**src/rtl/acc_requant_if.sv**
```systemverilog
// ==========================================================================
// acc_requant_if : handshake, config and status bundle for acc_requant. rev 1.0
// ==========================================================================
`default_nettype none

interface acc_requant_if #(
  parameter int ACC_W   = 24,
  parameter int OUT_W   = 8,
  parameter int MULT_W  = 16,
  parameter int SHIFT_W = 5,
  parameter int CNT_W   = 16
);
  logic                      in_valid;
  logic                      in_ready;
  logic signed [ACC_W-1:0]   in_acc;
  logic                      in_last;
  logic signed [ACC_W-1:0]   cfg_bias;
  logic        [MULT_W-1:0]  cfg_mult;
  logic        [SHIFT_W-1:0] cfg_shift;
  logic signed [OUT_W-1:0]   cfg_zp;
  logic                      cfg_relu;
  logic                      out_valid;
  logic                      out_ready;
  logic signed [OUT_W-1:0]   out_data;
  logic                      out_last;
  logic                      out_sat;
  logic        [CNT_W-1:0]   sat_cnt;
  logic                      sat_clr;

  modport master (
    output in_valid, in_acc, in_last, cfg_bias, cfg_mult, cfg_shift, cfg_zp, cfg_relu,
    output out_ready, sat_clr,
    input  in_ready, out_valid, out_data, out_last, out_sat, sat_cnt
  );

  modport slave (
    input  in_valid, in_acc, in_last, cfg_bias, cfg_mult, cfg_shift, cfg_zp, cfg_relu,
    input  out_ready, sat_clr,
    output in_ready, out_valid, out_data, out_last, out_sat, sat_cnt
  );
endinterface

`default_nettype wire

```
**src/rtl/acc_requant.sv**
```systemverilog
// ==========================================================================
// acc_requant : bias, scale, rounding shift, ReLU, zero point, int8 clamp. rev 1.0
// ==========================================================================
`default_nettype none

module acc_requant #(
  parameter int ACC_W   = 24,
  parameter int OUT_W   = 8,
  parameter int MULT_W  = 16,
  parameter int SHIFT_W = 5,
  parameter int CNT_W   = 16
) (
  input  logic         clk,
  input  logic         rst_n,
  acc_requant_if.slave bus
);
  localparam int S1_W  = ACC_W + 1;
  localparam int S2_W  = ACC_W + MULT_W + 1;
  localparam int RND_W = S2_W + 1;
  localparam int V_W   = RND_W + 1;
  localparam logic signed [V_W-1:0] OUT_MAX = V_W'((64'sd1 <<< (OUT_W - 1)) - 64'sd1);
  localparam logic signed [V_W-1:0] OUT_MIN = ~OUT_MAX;

  logic adv1, adv2, adv3;

  logic                      v1, last1, relu1;
  logic signed [S1_W-1:0]    s1;
  logic        [MULT_W-1:0]  mult1;
  logic        [SHIFT_W-1:0] shift1;
  logic signed [OUT_W-1:0]   zp1;

  logic                      v2, last2, relu2;
  logic signed [S2_W-1:0]    s2;
  logic        [SHIFT_W-1:0] shift2;
  logic signed [OUT_W-1:0]   zp2;

  logic                      v3, last3, sat3;
  logic signed [OUT_W-1:0]   data3;
  logic        [CNT_W-1:0]   cnt;

  logic signed [S1_W-1:0]    sum1;
  logic signed [S2_W-1:0]    s1_ext, mult_ext, prod;
  logic signed [RND_W-1:0]   s2_ext, half, rounded;
  logic signed [V_W-1:0]     biased, zp_ext;
  logic signed [OUT_W-1:0]   data_nxt;
  logic                      sat_nxt;

  // Bubbles collapse: a stage may load whenever the one ahead of it can move.
  assign adv3 = ~v3 | bus.out_ready;
  assign adv2 = ~v2 | adv3;
  assign adv1 = ~v1 | adv2;

  assign sum1     = $signed({bus.in_acc[ACC_W-1], bus.in_acc})
                  + $signed({bus.cfg_bias[ACC_W-1], bus.cfg_bias});
  assign s1_ext   = {{(S2_W - S1_W){s1[S1_W-1]}}, s1};
  assign mult_ext = {{(S2_W - MULT_W){1'b0}}, mult1};
  assign prod     = s1_ext * mult_ext;

  always_comb begin
    half = '0;
    if (shift2 != '0) half[shift2 - 1'b1] = 1'b1;
    s2_ext  = {s2[S2_W-1], s2};
    rounded = (s2_ext + half) >>> shift2;
    if (relu2 && rounded < 0) rounded = '0;
    zp_ext  = {{(V_W - OUT_W){zp2[OUT_W-1]}}, zp2};
    biased  = {rounded[RND_W-1], rounded} + zp_ext;
    sat_nxt = 1'b0;
    if (biased > OUT_MAX) begin
      data_nxt = OUT_MAX[OUT_W-1:0];
      sat_nxt  = 1'b1;
    end else if (biased < OUT_MIN) begin
      data_nxt = OUT_MIN[OUT_W-1:0];
      sat_nxt  = 1'b1;
    end else begin
      data_nxt = biased[OUT_W-1:0];
    end
  end

  always_ff @(posedge clk or negedge rst_n) begin
    if (!rst_n) begin
      v1 <= 1'b0; last1 <= 1'b0; relu1 <= 1'b0;
      s1 <= '0; mult1 <= '0; shift1 <= '0; zp1 <= '0;
    end else if (adv1) begin
      v1 <= bus.in_valid;
      if (bus.in_valid) begin
        s1     <= sum1;
        mult1  <= bus.cfg_mult;
        shift1 <= bus.cfg_shift;
        zp1    <= bus.cfg_zp;
        relu1  <= bus.cfg_relu;
        last1  <= bus.in_last;
      end
    end
  end

  always_ff @(posedge clk or negedge rst_n) begin
    if (!rst_n) begin
      v2 <= 1'b0; last2 <= 1'b0; relu2 <= 1'b0;
      s2 <= '0; shift2 <= '0; zp2 <= '0;
    end else if (adv2) begin
      v2 <= v1;
      if (v1) begin
        s2     <= prod;
        shift2 <= shift1;
        zp2    <= zp1;
        relu2  <= relu1;
        last2  <= last1;
      end
    end
  end

  always_ff @(posedge clk or negedge rst_n) begin
    if (!rst_n) begin
      v3 <= 1'b0; last3 <= 1'b0; sat3 <= 1'b0; data3 <= '0;
    end else if (adv3) begin
      v3 <= v2;
      if (v2) begin
        data3 <= data_nxt;
        sat3  <= sat_nxt;
        last3 <= last2;
      end
    end
  end

  // Clear wins over a coincident increment; the count sticks at all-ones.
  always_ff @(posedge clk or negedge rst_n) begin
    if (!rst_n) begin
      cnt <= '0;
    end else if (bus.sat_clr) begin
      cnt <= '0;
    end else if (v3 && bus.out_ready && sat3 && !(&cnt)) begin
      cnt <= cnt + 1'b1;
    end
  end

  assign bus.in_ready  = adv1;
  assign bus.out_valid = v3;
  assign bus.out_data  = data3;
  assign bus.out_last  = last3;
  assign bus.out_sat   = sat3;
  assign bus.sat_cnt   = cnt;

endmodule

`default_nettype wire
```
**src/flat_wrapper.sv**
```systemverilog
// flat-port wrapper written by rule: the top's interface ports become plain ports
module acc_requant_flat 
#(
  parameter int ACC_W   = 24,
  parameter int OUT_W   = 8,
  parameter int MULT_W  = 16,
  parameter int SHIFT_W = 5,
  parameter int CNT_W   = 16
)
  (clk, rst_n, bus_in_valid, bus_in_acc, bus_in_last, bus_cfg_bias, bus_cfg_mult, bus_cfg_shift, bus_cfg_zp, bus_cfg_relu, bus_out_ready, bus_sat_clr, bus_in_ready, bus_out_valid, bus_out_data, bus_out_last, bus_out_sat, bus_sat_cnt);
  acc_requant_if #(.ACC_W(ACC_W), .OUT_W(OUT_W), .MULT_W(MULT_W), .SHIFT_W(SHIFT_W), .CNT_W(CNT_W)) bus_i ();
  input  logic clk;
  input  logic rst_n;
  input wire logic [$bits(bus_i.in_valid)-1:0] bus_in_valid;
  input wire logic [$bits(bus_i.in_acc)-1:0] bus_in_acc;
  input wire logic [$bits(bus_i.in_last)-1:0] bus_in_last;
  input wire logic [$bits(bus_i.cfg_bias)-1:0] bus_cfg_bias;
  input wire logic [$bits(bus_i.cfg_mult)-1:0] bus_cfg_mult;
  input wire logic [$bits(bus_i.cfg_shift)-1:0] bus_cfg_shift;
  input wire logic [$bits(bus_i.cfg_zp)-1:0] bus_cfg_zp;
  input wire logic [$bits(bus_i.cfg_relu)-1:0] bus_cfg_relu;
  input wire logic [$bits(bus_i.out_ready)-1:0] bus_out_ready;
  input wire logic [$bits(bus_i.sat_clr)-1:0] bus_sat_clr;
  output wire logic [$bits(bus_i.in_ready)-1:0] bus_in_ready;
  output wire logic [$bits(bus_i.out_valid)-1:0] bus_out_valid;
  output wire logic [$bits(bus_i.out_data)-1:0] bus_out_data;
  output wire logic [$bits(bus_i.out_last)-1:0] bus_out_last;
  output wire logic [$bits(bus_i.out_sat)-1:0] bus_out_sat;
  output wire logic [$bits(bus_i.sat_cnt)-1:0] bus_sat_cnt;
  assign bus_i.in_valid = bus_in_valid;
  assign bus_i.in_acc = bus_in_acc;
  assign bus_i.in_last = bus_in_last;
  assign bus_i.cfg_bias = bus_cfg_bias;
  assign bus_i.cfg_mult = bus_cfg_mult;
  assign bus_i.cfg_shift = bus_cfg_shift;
  assign bus_i.cfg_zp = bus_cfg_zp;
  assign bus_i.cfg_relu = bus_cfg_relu;
  assign bus_i.out_ready = bus_out_ready;
  assign bus_i.sat_clr = bus_sat_clr;
  assign bus_in_ready = bus_i.in_ready;
  assign bus_out_valid = bus_i.out_valid;
  assign bus_out_data = bus_i.out_data;
  assign bus_out_last = bus_i.out_last;
  assign bus_out_sat = bus_i.out_sat;
  assign bus_sat_cnt = bus_i.sat_cnt;
  acc_requant #(.ACC_W(ACC_W), .OUT_W(OUT_W), .MULT_W(MULT_W), .SHIFT_W(SHIFT_W), .CNT_W(CNT_W)) u_core (.clk(clk), .rst_n(rst_n), .bus(bus_i));
endmodule
```
**config.mk**
```make
export PLATFORM = sky130hd
export DESIGN_NAME = acc_requant_flat
export DESIGN_NICKNAME = d
export VERILOG_FILES = /design/src/rtl/acc_requant_if.sv /design/src/rtl/acc_requant.sv /design/src/flat_wrapper.sv
export SDC_FILE = /design/constraint.sdc
export NUM_CORES = 2
export LEC_CHECK = 0
export BUFFER_PORTS_ARGS = -buffer_cell sky130_fd_sc_hd__buf_4
export CAP_MARGIN = 15
export CELL_PAD_IN_SITES_DETAIL_PLACEMENT = 2
export CELL_PAD_IN_SITES_GLOBAL_PLACEMENT = 2
export CORE_MARGIN = 2
export CORE_UTILIZATION = 41
export CTS_CLUSTER_SIZE = 8
export DETAILED_ROUTE_END_ITERATION = 8
export PLACE_DENSITY = 0.91
export SYNTH_ARGS = -nofsm -noshare
export SYNTH_HDL_FRONTEND = slang
export SYNTH_SLANG_ARGS = --single-unit
```
**constraint.sdc**
```tcl
create_clock -name clk -period 10.67 [get_ports clk]
set_input_delay 2.134 -clock clk [delete_from_list [all_inputs] [get_ports clk]]
set_output_delay 2.134 -clock clk [all_outputs]
set_load 0.05 [all_outputs]
```
Yosys cells after proc, flatten, opt, wreduce, memory -nomap -nowiden:

Index checks and enable logic that the tools add are counted.

* add/subtract/negate cells: 5
* $mul: 1
* $lt $le $gt $ge: 5
* shift operators: 1
* muxes and demuxes: 10
* bitwise logic cells: 6
* reduce and logical (&&, ||, !) cells: 12

Operators with widths (number)
* $add 42x8->43: 1
* $gt 43x8->1 const B: 1
* $lt 43x8->1 const B: 1
* $add 41x33->42: 1
* $lt 42x1->1 const B: 1
* $mux 42: 1
* $sshr 42x5->42: 1
* $mul 25x17->41: 1
* $mux 16: 2
* $mux 32: 1
* $add 24x24->25: 1
* $add 16x1->16 const B: 1
* $mux 8: 2
* $reduce_and 16->1: 1
* $lt 5x7->1 const B: 1
* $reduce_and 2->1: 3
* $demux 1 s5: 1
* $ge 5x1->1 const B: 1
* $logic_and 1x1->1: 5
* $reduce_bool 5->1: 1
* $sub 5x1->5 const B: 1
* $mux 1: 3
* $not 1->1: 3
* $or 1x1->1: 3
* 2 further kinds: 2

* bits in registers: 141
* input port bits: 84
* output and inout port bits: 28
* logic and storage cells: 58

Depth between registers and ports, before layout:

* depth in word-level cells: 15
* mapped depth: 37
* mapped depth without buffers: 32

Least setup slack after synthesis:

Ideal clock, no wire load.

* path kind: reg-to-reg
* from: register u_core.shift2[1]
* to: register u_core.data3[2], in the netlist u_core.bus.out_data[2]
* setup time: 160 ps
* data arrival time: 8840 ps
* data required time: 10510 ps
* slack: 1670 ps
* stages on the path, launching flop included: 35
* clock period less this slack: 9000 ps
* cells stage by stage: dfrtp_1 > clkbuf_1 > clkbuf_1 > clkbuf_1 > clkbuf_1 > nor3_1 > and3_1 > ha_1 > fa_1 > a211oi_1 > o21ai_0 > a31oi_1 > a311oi_1 > o211ai_1 > a21oi_1 > or3_1 > a311oi_1 > a21oi_1 > mux2_2 > mux4_2 > and2_1 > ha_1 > buf_6 > nand2_2 > o21ai_1 > nor3_1 > and3b_1 > o31ai_2 > a21oi_1 > o31ai_1 > xnor2_1 > or4_1 > or4_4 > o41ai_4 > a311oi_1

* longest elaborated chain between the ends: 15
* elaborated cells between the ends (all ways): 18
* classes of those cells: add/sub: 3; order compare: 5; shift: 1; mux: 6; reduce/logical: 3

RTL lines
* start, declared: RTL line acc_requant.sv:34 `logic [SHIFT_W-1:0] shift2;`
* start signal, assigned: RTL line acc_requant.sv:104 `shift2 <= shift1;`
* $sub 5x1->5: RTL line acc_requant.sv:61 `if (shift2 != '0) half[shift2 - 1'b1] = 1'b1;`
* $lt 5x7->1 (not written as such) / $ge 5x1->1 (equally long branches): RTL line acc_requant.sv:61
* $logic_and 1x1->1 (not written as such): RTL line acc_requant.sv:61
* $mux 1 (not written as such): RTL line acc_requant.sv:61
* $demux 1 s5
* $mux 32: RTL line acc_requant.sv:61
* $add 41x33->42: RTL line acc_requant.sv:63 `rounded = (s2_ext + half) >>> shift2;`
* $sshr 42x5->42 *: RTL line acc_requant.sv:63
* $lt 42x1->1: RTL line acc_requant.sv:64 `if (relu2 && rounded < 0) rounded = '0;`
* $logic_and 1x1->1: RTL line acc_requant.sv:64
* $mux 42 *: RTL line acc_requant.sv:64
* $add 42x8->43 *: RTL line acc_requant.sv:66 `biased = {rounded[RND_W-1], rounded} + zp_ext;`
* $lt 43x8->1: RTL line acc_requant.sv:71 `end else if (biased < OUT_MIN) begin`
* $mux 8: RTL line acc_requant.sv:71
* $mux 8 *: RTL line acc_requant.sv:68 `if (biased > OUT_MAX) begin`
* end signal, assigned: RTL line acc_requant.sv:118 `data3 <= data_nxt;`
* end, declared: RTL line acc_requant.sv:38 `logic signed [OUT_W-1:0] data3;`

Every way passes the cells marked *; elsewhere a longest branch is shown, timed or not.
A chain may end at the register's enable or synchronous reset.

Worst setup path after layout:

* from: register u_core.shift2[4]
* to: register u_core.data3[2], in the netlist u_core.bus.out_data[2]

The elaborated chain is that of the path after synthesis.

==> summary.md <==
| Metric | Value |
|---|---|
| Starting Density | `41.2%` |
| Data arrival, critical path | `11.00 ns` |
| Drt wl/cell | `35.9 um` |
| Row count | `96` |
| Sequential cell area fraction in the yosys report | `12.5%` |
| H-Tree Depth | `4` |
| Placed wire-length estimate | `94.9 mm` |
| Antenna violations before repair | `4` |
| Number of warnings issued by yosys | `0` |
| Number of CTS-inserted buffers | `17` |
| Sequential standard cell area | `3540 um^2` |
| Clock tree skew after final layout | `0.0362 ns` |
| Syn Inst Count | `3292` |
| Worst path slowest cell | `dfrtp_2` |
| Remaining DRCs | `0` |
| Number of vias per cell after detailed routing | `6.78` |
| Fraction of the mapped netlist area in simple logic gates | `17.6%` |
| Primary FF master, synth | `dfrtp_1` |
| Tot GR Track Use | `41.4%` |
| Count of filler cells inserted in the layout | `7445` |
| Latest clock arrival within the worst-skew pair | `0.57 ns` |
| Length of the first detailed-routing pass in iterations | `5` |
| Post-synthesis compound-gate area fraction | `15.0%` |
| Largest cells by area after synthesis | `fa_1 (28%), dfrtp_1 (13%), ha_1 (8.8%)` |
| CTS tree | `yes` |
| Classification of the worst-slack hold path | `register to register` |
| Core area | `68300 um^2` |
| Synthesized cell area | `28200 um^2` |
| Horizontal extent of the die | `266 um` |
| Fraction of the core area covered by cells at the end of the flow | `44.6%` |
| Fraction of the cycle the final worst path needs | `99.5%` |
| Routability-driven placement congestion ratio | `0.923` |
| Share of cells above drive strength 1 | `9.46%` |
| Data required time at the worst endpoint | `11.06 ns` |
| Max Transition Viols Final | `0` |
| Number of synthesized flops with an enable pin | `0` |
| Post-detailed-routing wire length | `150 mm` |
| Die boundary height | `266 um` |
| Quantity of hold-fixing buffers added after cts | `0` |
| Largest net degree at the start of global routing | `82` |
| Worst relative slew slack | `21.6%` |
| Critical path capture point type | `register` |
| Critical-path maximum fanout | `11` |
| Most frequent standard cell in the layout excluding fill and tap cells | `inv_1` |
| Max_cap viols | `0` |
| Number of sinks driven by the clock tree | `141` |
| Dominant combinational cell family by area after synthesis | `adder cells` |
| Setup repair after global routing missed its margin | `yes` |
| GRT Residual Overflow | `0` |
| Port Buffer Count | `111` |
| Number of DRC markers in iteration 0 | `3011` |
| Nets | `3968` |
| Post-synthesis average cell area | `8.56 um^2` |
| Fin crit period | `10.62 ns` |
| Layout overhead on the synthesized area | `8.09%` |
| Critical Path Start Type | `register` |
| Maximum achievable frequency | `94.2 MHz` |
| Area share of xor/xnor cells in the synthesized design | `4.32%` |
| Most area-hungry cell type in the Yosys netlist | `fa_1` |
| Number of flip-flops and latches in the synthesized netlist | `141` |
| Area fraction of the dominant cell type after synthesis | `27.6%` |
| Crit-path max cell delay | `0.57 ns` |
| Setup violators final | `0` |
| CTS root buf | `clkbuf_16` |
| Adder and majority cell fraction of the synthesized area | `36.5%` |
| Via count | `28.4k` |
| CTS clock-pin slew for the worst setup and hold paths | `0.09 ns` |
| Outcome | `finished clean` |
| Maximum number of buffers from clock root to sink | `2` |
| Multi-input combinational cell area | `22400 um^2` |
| Post-synthesis cell type count | `92` |
| Synthesized net count | `3964` |
| Transition time at the pin with the least slew margin | `1.18 ns` |
| Crit Path Category | `register to register` |
| Most frequent cells in the layout | `inv_1 (447), nand2_1 (412), fa_1 (389), ha_1 (199), and2_1 (190)` |
| Mux contribution to synthesized area | `5.88%` |
| Number of global-route vias before repair | `32.7k` |
| Async S/R FF share, synth | `100%` |
| Die Area | `70800 um^2` |
| Detail Route Antenna Nets | `0` |
| First-pass GRT wire length | `217 mm` |
| Hold Vio Cnt, Final | `0` |
| Top-Level Pins | `112` |
[worst max-delay path, delay by kind of cell (launching register included)]
| kind | cells | cell delay, ns |
|---|---|---|
| AO/OA/AOI/OAI | 13 | 4.21 |
| multiplexers | 2 | 0.86 |
| flip-flops | 1 | 0.57 |
| AND/OR/NAND/NOR | 10 | 2.96 |
| buffers and inverters | 2 | 0.55 |
| adder cells (fa/ha/maj) | 3 | 1.28 |
[cell families after synthesis]
group / after synthesis
multiplexers: 146
AND/OR/NAND/NOR: 1035
buffers and inverters: 608
flip-flops: 141
adder cells (fa/ha/maj): 588
AO/OA/AOI/OAI: 634
XOR/XNOR: 139
other: 1
[state kept, by name, summed over array words and instances, names as in the netlist, 5 cells and up]
name / flops
u_core.mult1: 16
u_core.bus.sat_cnt: 16
u_core.bus.out_data: 8
u_core.zp2: 8
u_core.zp1: 8
u_core.shift2: 5
u_core.s1: 25
u_core.s2: 41
u_core.shift1: 5
[Yosys cell counts, drive strengths merged (61+ instances only)]
master,instances
mux2i,61
and2,190
mux2,77
a21oi,154
inv,447
fa,389
nor2,170
xnor2,77
o21ai,150
dfrtp,141
a21o,69
ha,199
nand2,415
xor2,62
clkbuf,133
[final timing paths]
kind / start / to / slack [ns] / cells past startpoint
max: u_core.shift2[4] / u_core.bus.out_data[2] / 0.05 / 30
min reg2reg: u_core.shift1[2] / u_core.shift1[2] / 0.53 / 1
max in group asynchronous: rst_n / u_core.shift2[2] / 7.27 / 2
min in group asynchronous: rst_n / u_core.s1[16] / 1.62 / 1
max reg2reg: u_core.shift2[4] / u_core.bus.out_data[2] / 0.05 / 30
min: u_core.shift1[2] / u_core.shift1[2] / 0.53 / 1
[layout make-up]
cell class,count,share of cell area (%)
Clock inverter,14,0.477
Timing Repair Buffer,144,3.76
Tap cell,882,3.62
Inverter,449,5.54
Sequential cell,141,11.6
Multi-Input combinational cell,2543,73.5
Antenna cell,2,0.0164
Clock buffer,18,1.44
[what timing repair did]
item,in CTS,in global routing
setup endpoints to repair,8,8
resized for setup,6,9
buffers inserted,0,1
hold endpoints to repair,0,0
pin swaps,0,1
[stage by stage]
stage	setup TNS, ns	setup slack, ns	area (um^2)	std cells	hold slack (ns)
after floorplan	0	1.67	28200	3292	0.433
after global placement	0	0.892	29700	4156	0.452
after detailed placement	0	0.187	29700	4156	0.503
after CTS	0	0.0519	30300	4188	0.532
after global routing	-2.15	-0.364	30400	4191	0.550
final	0	0.0526	30400	4193	0.530
[layer usage]
metal  vias up  global-route usage, %  wire [um]
met5         -                      0         25
met4         4                   34.7      15200
met3      1004                   10.2      12400
met2      1993                   70.0      71200
met1     14505                   43.7      51500
li1      10909                      -          -
Power is left out: the tool's default activity adds up to more than one toggle a clock period on the data nets, which glitch-free logic cannot reach.
